--- src/rtl/apb_reg_map_pkg.sv ---
// Shared definitions for the APB register map: widths, register addresses,
// the transfer state encoding and the byte-lane merge helper.
package apb_reg_map_pkg;

    localparam int DATA_W   = 16;
    localparam int ADDR_W   = 20;
    localparam int NUM_KEYS = 6;
    localparam int CNT_W    = 3;

    localparam logic [ADDR_W-1:0] ADDR_CTRL   = 20'h00000;
    localparam logic [ADDR_W-1:0] ADDR_STATUS = 20'h00002;
    localparam logic [ADDR_W-1:0] ADDR_KEY0   = 20'h00004;
    localparam logic [ADDR_W-1:0] ADDR_KEY5   = 20'h0000E;
    localparam logic [ADDR_W-1:0] ADDR_ID     = 20'h00010;

    typedef enum logic [1:0] {
        ST_IDLE   = 2'd0,
        ST_ACCESS = 2'd1,
        ST_RESP   = 2'd2
    } state_e;

    typedef enum logic [2:0] {
        SEL_NONE   = 3'd0,
        SEL_CTRL   = 3'd1,
        SEL_STATUS = 3'd2,
        SEL_KEY    = 3'd3,
        SEL_ID     = 3'd4
    } sel_e;

    function automatic logic [DATA_W-1:0] apply_strobe(
        input logic [DATA_W-1:0] old_val,
        input logic [DATA_W-1:0] new_val,
        input logic [1:0]        strb
    );
        logic [DATA_W-1:0] res;
        res       = old_val;
        if (strb[0]) res[7:0]  = new_val[7:0];
        if (strb[1]) res[15:8] = new_val[15:8];
        return res;
    endfunction

endpackage

--- src/rtl/apb_reg_map.sv ---
// APB completer exposing CTRL, STATUS, a 96-bit key bank and an ID register,
// with a programmable number of wait states before the registered response.
module apb_reg_map
    import apb_reg_map_pkg::*;
#(
    parameter int              WAIT_STATES = 1,
    parameter logic [15:0]     ID_VALUE    = 16'hC0DE
) (
    input  logic                  clk,
    input  logic                  reset,
    input  logic                  psel,
    input  logic                  penable,
    input  logic                  pwrite,
    input  logic [1:0]            pstrb,
    input  logic [ADDR_W-1:0]     paddr,
    input  logic [DATA_W-1:0]     pwdata,
    output logic [DATA_W-1:0]     prdata,
    output logic                  pready,
    output logic                  pslverr,
    input  logic [DATA_W-1:0]     status_i,
    output logic [DATA_W-1:0]     ctrl_o,
    output logic [NUM_KEYS*DATA_W-1:0] key_o,
    output logic                  key_load_o
);

    state_e            state;
    logic [CNT_W-1:0]  wait_cnt;
    logic [DATA_W-1:0] ctrl_q;
    logic [DATA_W-1:0] key_q [NUM_KEYS];

    sel_e              sel;
    logic [2:0]        key_idx;
    logic              acc_err;
    logic [DATA_W-1:0] rdata_mux;

    // Address decode; odd byte addresses never hit a register
    always_comb begin
        sel     = SEL_NONE;
        key_idx = paddr[3:1] - 3'd2;
        if (!paddr[0]) begin
            if (paddr == ADDR_CTRL)
                sel = SEL_CTRL;
            else if (paddr == ADDR_STATUS)
                sel = SEL_STATUS;
            else if (paddr >= ADDR_KEY0 && paddr <= ADDR_KEY5)
                sel = SEL_KEY;
            else if (paddr == ADDR_ID)
                sel = SEL_ID;
        end
        acc_err = (sel == SEL_NONE) ||
                  (pwrite && (sel == SEL_STATUS || sel == SEL_ID));
    end

    always_comb begin
        rdata_mux = '0;
        case (sel)
            SEL_CTRL:   rdata_mux = ctrl_q;
            SEL_STATUS: rdata_mux = status_i;
            SEL_KEY:    rdata_mux = key_q[key_idx];
            SEL_ID:     rdata_mux = ID_VALUE;
            default:    rdata_mux = '0;
        endcase
    end

    always_comb begin
        for (int i = 0; i < NUM_KEYS; i++)
            key_o[i*DATA_W +: DATA_W] = key_q[i];
    end

    assign ctrl_o = ctrl_q;

    always_ff @(posedge clk or posedge reset) begin
        if (reset) begin
            state      <= ST_IDLE;
            wait_cnt   <= '0;
            prdata     <= '0;
            pready     <= 1'b0;
            pslverr    <= 1'b0;
            ctrl_q     <= '0;
            key_load_o <= 1'b0;
            for (int i = 0; i < NUM_KEYS; i++)
                key_q[i] <= '0;
        end else begin
            key_load_o <= 1'b0;
            case (state)
                ST_IDLE: begin
                    if (psel && !penable) begin
                        state    <= ST_ACCESS;
                        wait_cnt <= CNT_W'(WAIT_STATES);
                    end
                end
                ST_ACCESS: begin
                    if (!psel) begin
                        state    <= ST_IDLE;
                        wait_cnt <= '0;
                    end else if (penable) begin
                        if (wait_cnt != '0) begin
                            wait_cnt <= wait_cnt - 1'b1;
                        end else begin
                            state   <= ST_RESP;
                            pready  <= 1'b1;
                            pslverr <= acc_err;
                            if (!pwrite)
                                prdata <= acc_err ? '0 : rdata_mux;
                            // Writes commit on the same edge that raises pready
                            if (pwrite && !acc_err && pstrb != 2'b00) begin
                                if (sel == SEL_CTRL)
                                    ctrl_q <= apply_strobe(ctrl_q, pwdata, pstrb);
                                if (sel == SEL_KEY) begin
                                    for (int i = 0; i < NUM_KEYS; i++)
                                        if (key_idx == 3'(i))
                                            key_q[i] <= apply_strobe(key_q[i], pwdata, pstrb);
                                    key_load_o <= (key_idx == 3'(NUM_KEYS-1));
                                end
                            end
                        end
                    end
                end
                ST_RESP: begin
                    state   <= ST_IDLE;
                    pready  <= 1'b0;
                    pslverr <= 1'b0;
                end
                default: state <= ST_IDLE;
            endcase
        end
    end

endmodule

--- config.mk ---
export PLATFORM = sky130hd
export DESIGN_NAME = apb_reg_map
export DESIGN_NICKNAME = d
export VERILOG_FILES = /design/src/rtl/apb_reg_map_pkg.sv /design/src/rtl/apb_reg_map.sv
export SDC_FILE = /design/constraint.sdc
export NUM_CORES = 1
export LEC_CHECK = 0
export CAP_MARGIN = 20
export CELL_PAD_IN_SITES_DETAIL_PLACEMENT = 0
export CELL_PAD_IN_SITES_GLOBAL_PLACEMENT = 1
export CORE_MARGIN = 4
export CORE_UTILIZATION = 40
export DETAILED_ROUTE_END_ITERATION = 7
export HOLD_SLACK_MARGIN = 0.05
export PLACE_DENSITY_LB_ADDON = 0.12
export SLEW_MARGIN = 40
export SYNTH_ARGS = -nofsm -noshare
export SYNTH_HDL_FRONTEND = slang
export SYNTH_SLANG_ARGS = --single-unit
--- constraint.sdc ---
create_clock -name clk -period 8.8 [get_ports clk]
set_input_delay 1.32 -clock clk [delete_from_list [all_inputs] [get_ports clk]]
set_output_delay 1.32 -clock clk [all_outputs]
set_load 0.005 [all_outputs]
Word level (Yosys, flattened, before mapping)
Index checks and enable logic that the tools add are counted.
- output and inout port bits: 131
- register bits after elaboration: 136
- word-level logic and storage cells: 117
- bits of input ports: 59
- bitwise gates (word level): 3
- reduce and logical (&&, ||, !) cells: 35
- equal/unequal tests: 20
- $lt $le $gt $ge: 3
- add/sub/neg operators: 2
- mux-type cells: 34
- operator list (cell ; count):
    8-bit AND reduction ; 12
    16-bit case mux with 4 select lines ; 1
    16-bit binary-select mux with 3-bit select ; 1
    16-bit two-way mux ; 3
    3-bit two-way mux ; 9
    20-bit by 2-bit == test with 1-bit output, second input constant ; 1
    20-bit by 5-bit == test with 1-bit output, second input constant ; 1
    20-bit by 3-bit greater-or-equal comparator with 1-bit output, second input constant ; 1
    20-bit by 4-bit <= comparator with 1-bit output, second input constant ; 1
    20-bit zero test ; 1
    7-bit AND reduction ; 2
    3-bit by 2-bit == test with 1-bit output, second input constant ; 4
    1-bit two-way mux ; 12
    3-bit == test, second input constant ; 3
    3-bit != test, second input constant ; 3
    2-bit two-way mux ; 4
    2-bit != test, second input constant ; 4
    4-bit AND reduction ; 2
    3-bit by 1-bit == test with 1-bit output, second input constant ; 2
    3-bit zero test ; 2
    3-bit case mux with 2 select lines ; 1
    2-bit nonzero test ; 3
    1-bit logical AND ; 5
    5-bit AND reduction ; 1
    other kinds (14) ; 18

Depth between registers and ports, before layout
- depth in word-level cells: 18
- depth in mapped cells: 9
- mapped depth without buffers: 7

Least setup slack after synthesis
No wires, ideal clock.
- path kind: input-to-reg
- start point: input paddr[2]
- end point: register key_q, in the netlist key_o[0]
- buffers on the path: 3
- stages: 8
- path slack: 5.476 ns
- library setup time: 0.128 ns
- data required time: 8.672 ns
- arrival time: 3.196 ns
- cell sequence: buf_2 inv_1 ha_1 clkbuf_1 and2_1 clkbuf_1 nand4_4 mux2_1
- cells in the longest elaborated chain, start to end: 14
- elaborated cells on any way between the ends: 24
- those cells by class: 1 x add/sub; 2 x order compare; 5 x eq/ne; 5 x mux; 11 x reduce/logical
- RTL lines (element ; line ; RTL):
    start, declared ; apb_reg_map.sv:15 ; input logic [ADDR_W-1:0] paddr,
    20-bit by 3-bit greater-or-equal comparator with 1-bit output, or another cell as far along ; apb_reg_map.sv:45 ; else if (paddr >= ADDR_KEY0 && paddr <= ADDR_KEY5)
    1-bit logical AND or 3-bit two-way mux (tied branches) ; apb_reg_map.sv:45, apb_reg_map.sv:47 ;
    3-bit two-way mux ; apb_reg_map.sv:45 ;
    3-bit two-way mux ; apb_reg_map.sv:43 ; else if (paddr == ADDR_STATUS)
    3-bit two-way mux ; apb_reg_map.sv:41 ; if (paddr == ADDR_CTRL)
    3-bit two-way mux ; apb_reg_map.sv:40 ; if (!paddr[0]) begin
    3-bit by 2-bit == test with 1-bit output or 3-bit == test (tied branches) ; apb_reg_map.sv:51 ; (pwrite && (sel == SEL_STATUS || sel == SEL_ID));
    1-bit logical OR ; apb_reg_map.sv:51 ;
    1-bit logical AND ; apb_reg_map.sv:51 ;
    1-bit logical OR ; apb_reg_map.sv:50 ; acc_err = (sel == SEL_NONE) ||
    1-bit zero test ; apb_reg_map.sv:106 ; if (pwrite && !acc_err && pstrb != 2'b00) begin
    1-bit logical AND (2 in a row) ; apb_reg_map.sv:106 ;
    8-bit AND reduction (no line) * ; -- ;
    end signal, assigned by index ; apb_reg_map.sv:112 ; key_q[i] <= apply_strobe(key_q[i], pwdata, pstrb);
    end, declared ; apb_reg_map.sv:29 ; logic [DATA_W-1:0] key_q [NUM_KEYS];
Mark *: on every way between the ends. The rest lies on a longest branch, timed or not.
A chain may end at the register's enable or synchronous reset.

Final worst setup path
- start point: input paddr[2]
- end point: register key_q, in the netlist key_o[15]
The elaborated chain is that of the path after synthesis.

==> impl_metrics.json <==
{
  "status": "completed",
  "vias_per_cell": 5.48,
  "drv_cap": 0,
  "hold_class": "flip-flop to flip-flop",
  "core_area_mm2": 0.0165,
  "syn_to_final_growth_pct": 40.9,
  "grt_pass1_wl_um": 30900,
  "cp.arrival_ps": 4380,
  "final_cell_area_mm2": 0.00950,
  "synthDistinctLibCells": 46,
  "grt_usage": 0.218,
  "p_sw_w": 0.000347,
  "cts.sinks": 136,
  "syn_area_mm2": 0.00674,
  "post_cts_buffers": 0,
  "p_per_area_mw_per_mm2": 162,
  "dieArea_mm2": 0.0190,
  "crit_fanout": 24,
  "synth_top_area_frac": 0.505,
  "antenna_left": 0,
  "worstSetupPathType": "input pin to flip-flop",
  "cts_root_buffer": "clkbuf_16",
  "final.setup_skew_ps": 6.70,
  "grt_pass1_vias": 5314,
  "drc": 0,
  "final_hold_viol_count": 0,
  "nets": 737,
  "final_cell_mix": "clkdlybuf4s50_1, dfrtp_1, mux2_2, mux2_1, o21ai_0",
  "syn-instance-count": 485,
  "synth_edf_count": 0,
  "p_int_w": 0.00119,
  "ys_ff_latch": 136,
  "synthTopCellsByArea": "dfrtp_1, mux2_2, mux4_2",
  "routedWlPerCell_um": 22.2,
  "dr.pass1.iters": 4,
  "finalWorstPathRequiredPeriod_ps": 4090,
  "r2r_setup_slack_ps": 6000,
  "finalMaxSlewViolations": 0,
  "ir_drop_mv": 0.135,
  "place_area_mm2": 0.00885,
  "rows": 47,
  "worst_r2r_endpoint": "prdata[1]",
  "numCtsBuffers": 17,
  "clk_path_buf_depth": 2,
  "holdBufCountCts": 0,
  "synthesis.nets": 550,
  "clock_latency_ps": 420,
  "layout_worst_path_cycle_share": 0.465,
  "hpwl_um": 14000,
  "p_seq_frac": 0.413,
  "pwr-share-comb": 0.081,
  "avgSynthCellArea_um2": 13.9,
  "grt_max_degree": 71,
  "cts.repair.resized": 0,
  "die_h_um": 138,
  "synth_area_leader_cell": "dfrtp_1",
  "setup_ws_ps": 4710,
  "fillers": 1339,
  "dp_slack_ps": 4100,
  "ys_seq_area_frac": 0.505,
  "synth_flop_cell": "dfrtp_1",
  "layout-drive-gt1-share": 0.273,
  "r2r_cells": 4,
  "ys_warn_count": 0,
  "sw_frac_of_total": 0.225,
  "endpoint": "key_o[15]",
  "via_count": 4963,
  "final_common_cell": "clkdlybuf4s50_1",
  "antenna_found_initial": 0,
  "clock_power_share": 0.506,
  "clock.fmax_ghz": 0.245,
  "htree_levels": 4,
  "grt_overflow_total": 0,
  "place_congestion": 0.789,
  "initial_utilization": 0.408,
  "startpoint": "paddr[2]",
  "cp-end-kind": "flip-flop",
  "dieWidth_um": 138,
  "port_buffers": 189,
  "drt_iter0_drc": 256,
  "power_leakage_nw": 4.25,
  "relSlewSlack": 0.470,
  "cp.required_ps": 9090,
  "setup-violations-final": 0,
  "r2r_start": "state[1]",
  "async_reset_ff_frac": 1.00,
  "worst_pin_slew_ps": 795,
  "wl_um": 20100,
  "clkSlewWorstSetupHoldPaths_ps": 60,
  "pin_count": 190,
  "rsz0062_at_grt": "false",
  "cts_tree": "done",
  "antenna_cells": 0,
  "fin_setup_tns_ps": 0,
  "critPathLaunchType": "input pin",
  "fin_util": 0.575
}
[synth_stat cells, types with 3 or more instances]
library cell	instances
a21oi_1	6
a22oi_1	10
a32oi_1	10
and2_1	4
buf_1	4
buf_2	9
clkbuf_1	11
dfrtp_1	136
ha_1	6
inv_1	9
mux2_1	26
mux2_2	107
mux2i_1	12
mux4_2	16
nand2_1	23
nand3b_1	3
nand4_4	12
nor2_1	7
nor2b_1	6
nor4_2	4
o211ai_1	7
o21ai_0	24
o31ai_1	3
[cell type report]
type	count	area, µm²	share of cell area
Multi-Input combinational cell	314	3210	0.338
Inverter	9	38.8	0.00408
Sequential cell	136	3400	0.358
Timing Repair Buffer	194	1930	0.203
Clock inverter	13	201	0.0212
Clock buffer	19	443	0.0466
Tap cell	220	275	0.0290
[sequential cells by signal, indices dropped and copies added (netlist names)]
name	flops
wait_cnt	3
key_o	96
pslverr	1
state	2
pready	1
prdata	16
ctrl_o	16
key_load_o	1
[worst min path at each step]
stage | start | to | cells past startpoint
3_5_place_dp | prdata[5] | prdata[5] | 2
3_3_place_gp | prdata[5] | prdata[5] | 2
2_1_floorplan | wait_cnt[1] | wait_cnt[1] | 2
5_1_grt | pready | pready | 2
4_1_cts | prdata[5] | prdata[5] | 2
6_report | prdata[5] | prdata[5] | 2
[stage by stage]
step	instances	power, W	hold WS (ps)
2_1_floorplan	485	0.000714	472
3_3_place_gp	872	0.000769	478
3_5_place_dp	873	0.000773	485
4_1_cts	905	0.00155	497
5_1_grt	905	0.00160	542
6_report	905	0.00154	495
[critical path, stage by stage]
cell and delay, ps:
buf_2 570, ha_1 250, or3b_1 420, a221oi_4 490
buf_4 300, buf_4 340, nand4_4 260, mux2_1 410
[logic make-up after synthesis]
family	count (synthesis)	synth area share
simple gates	79	0.100
flops	136	0.505
mux	161	0.293
compound gates	68	0.0681
buf+inv	35	0.0223
fa+ha+maj	6	0.0111
[per-layer routing]
layer / wire, µm / vias up / track usage
met5: 0 / - / 0
met4: 206 / 0 / 0.0609
met3: 1140 / 18 / 0.0500
met2: 10000 / 153 / 0.356
met1: 8780 / 2571 / 0.291
li1: - / 2221 / -
[power groups by stage]
stage	combinational, W	sequential (W)	clock (W)
floorplan	0.0000680	0.000646	0
CTS	0.000127	0.000635	0.000793
global route	0.000138	0.000636	0.000821
global placement	0.000123	0.000646	0
detailed placement	0.000126	0.000646	0
finish	0.000125	0.000635	0.000779
Power figures use the tool's default switching activity.
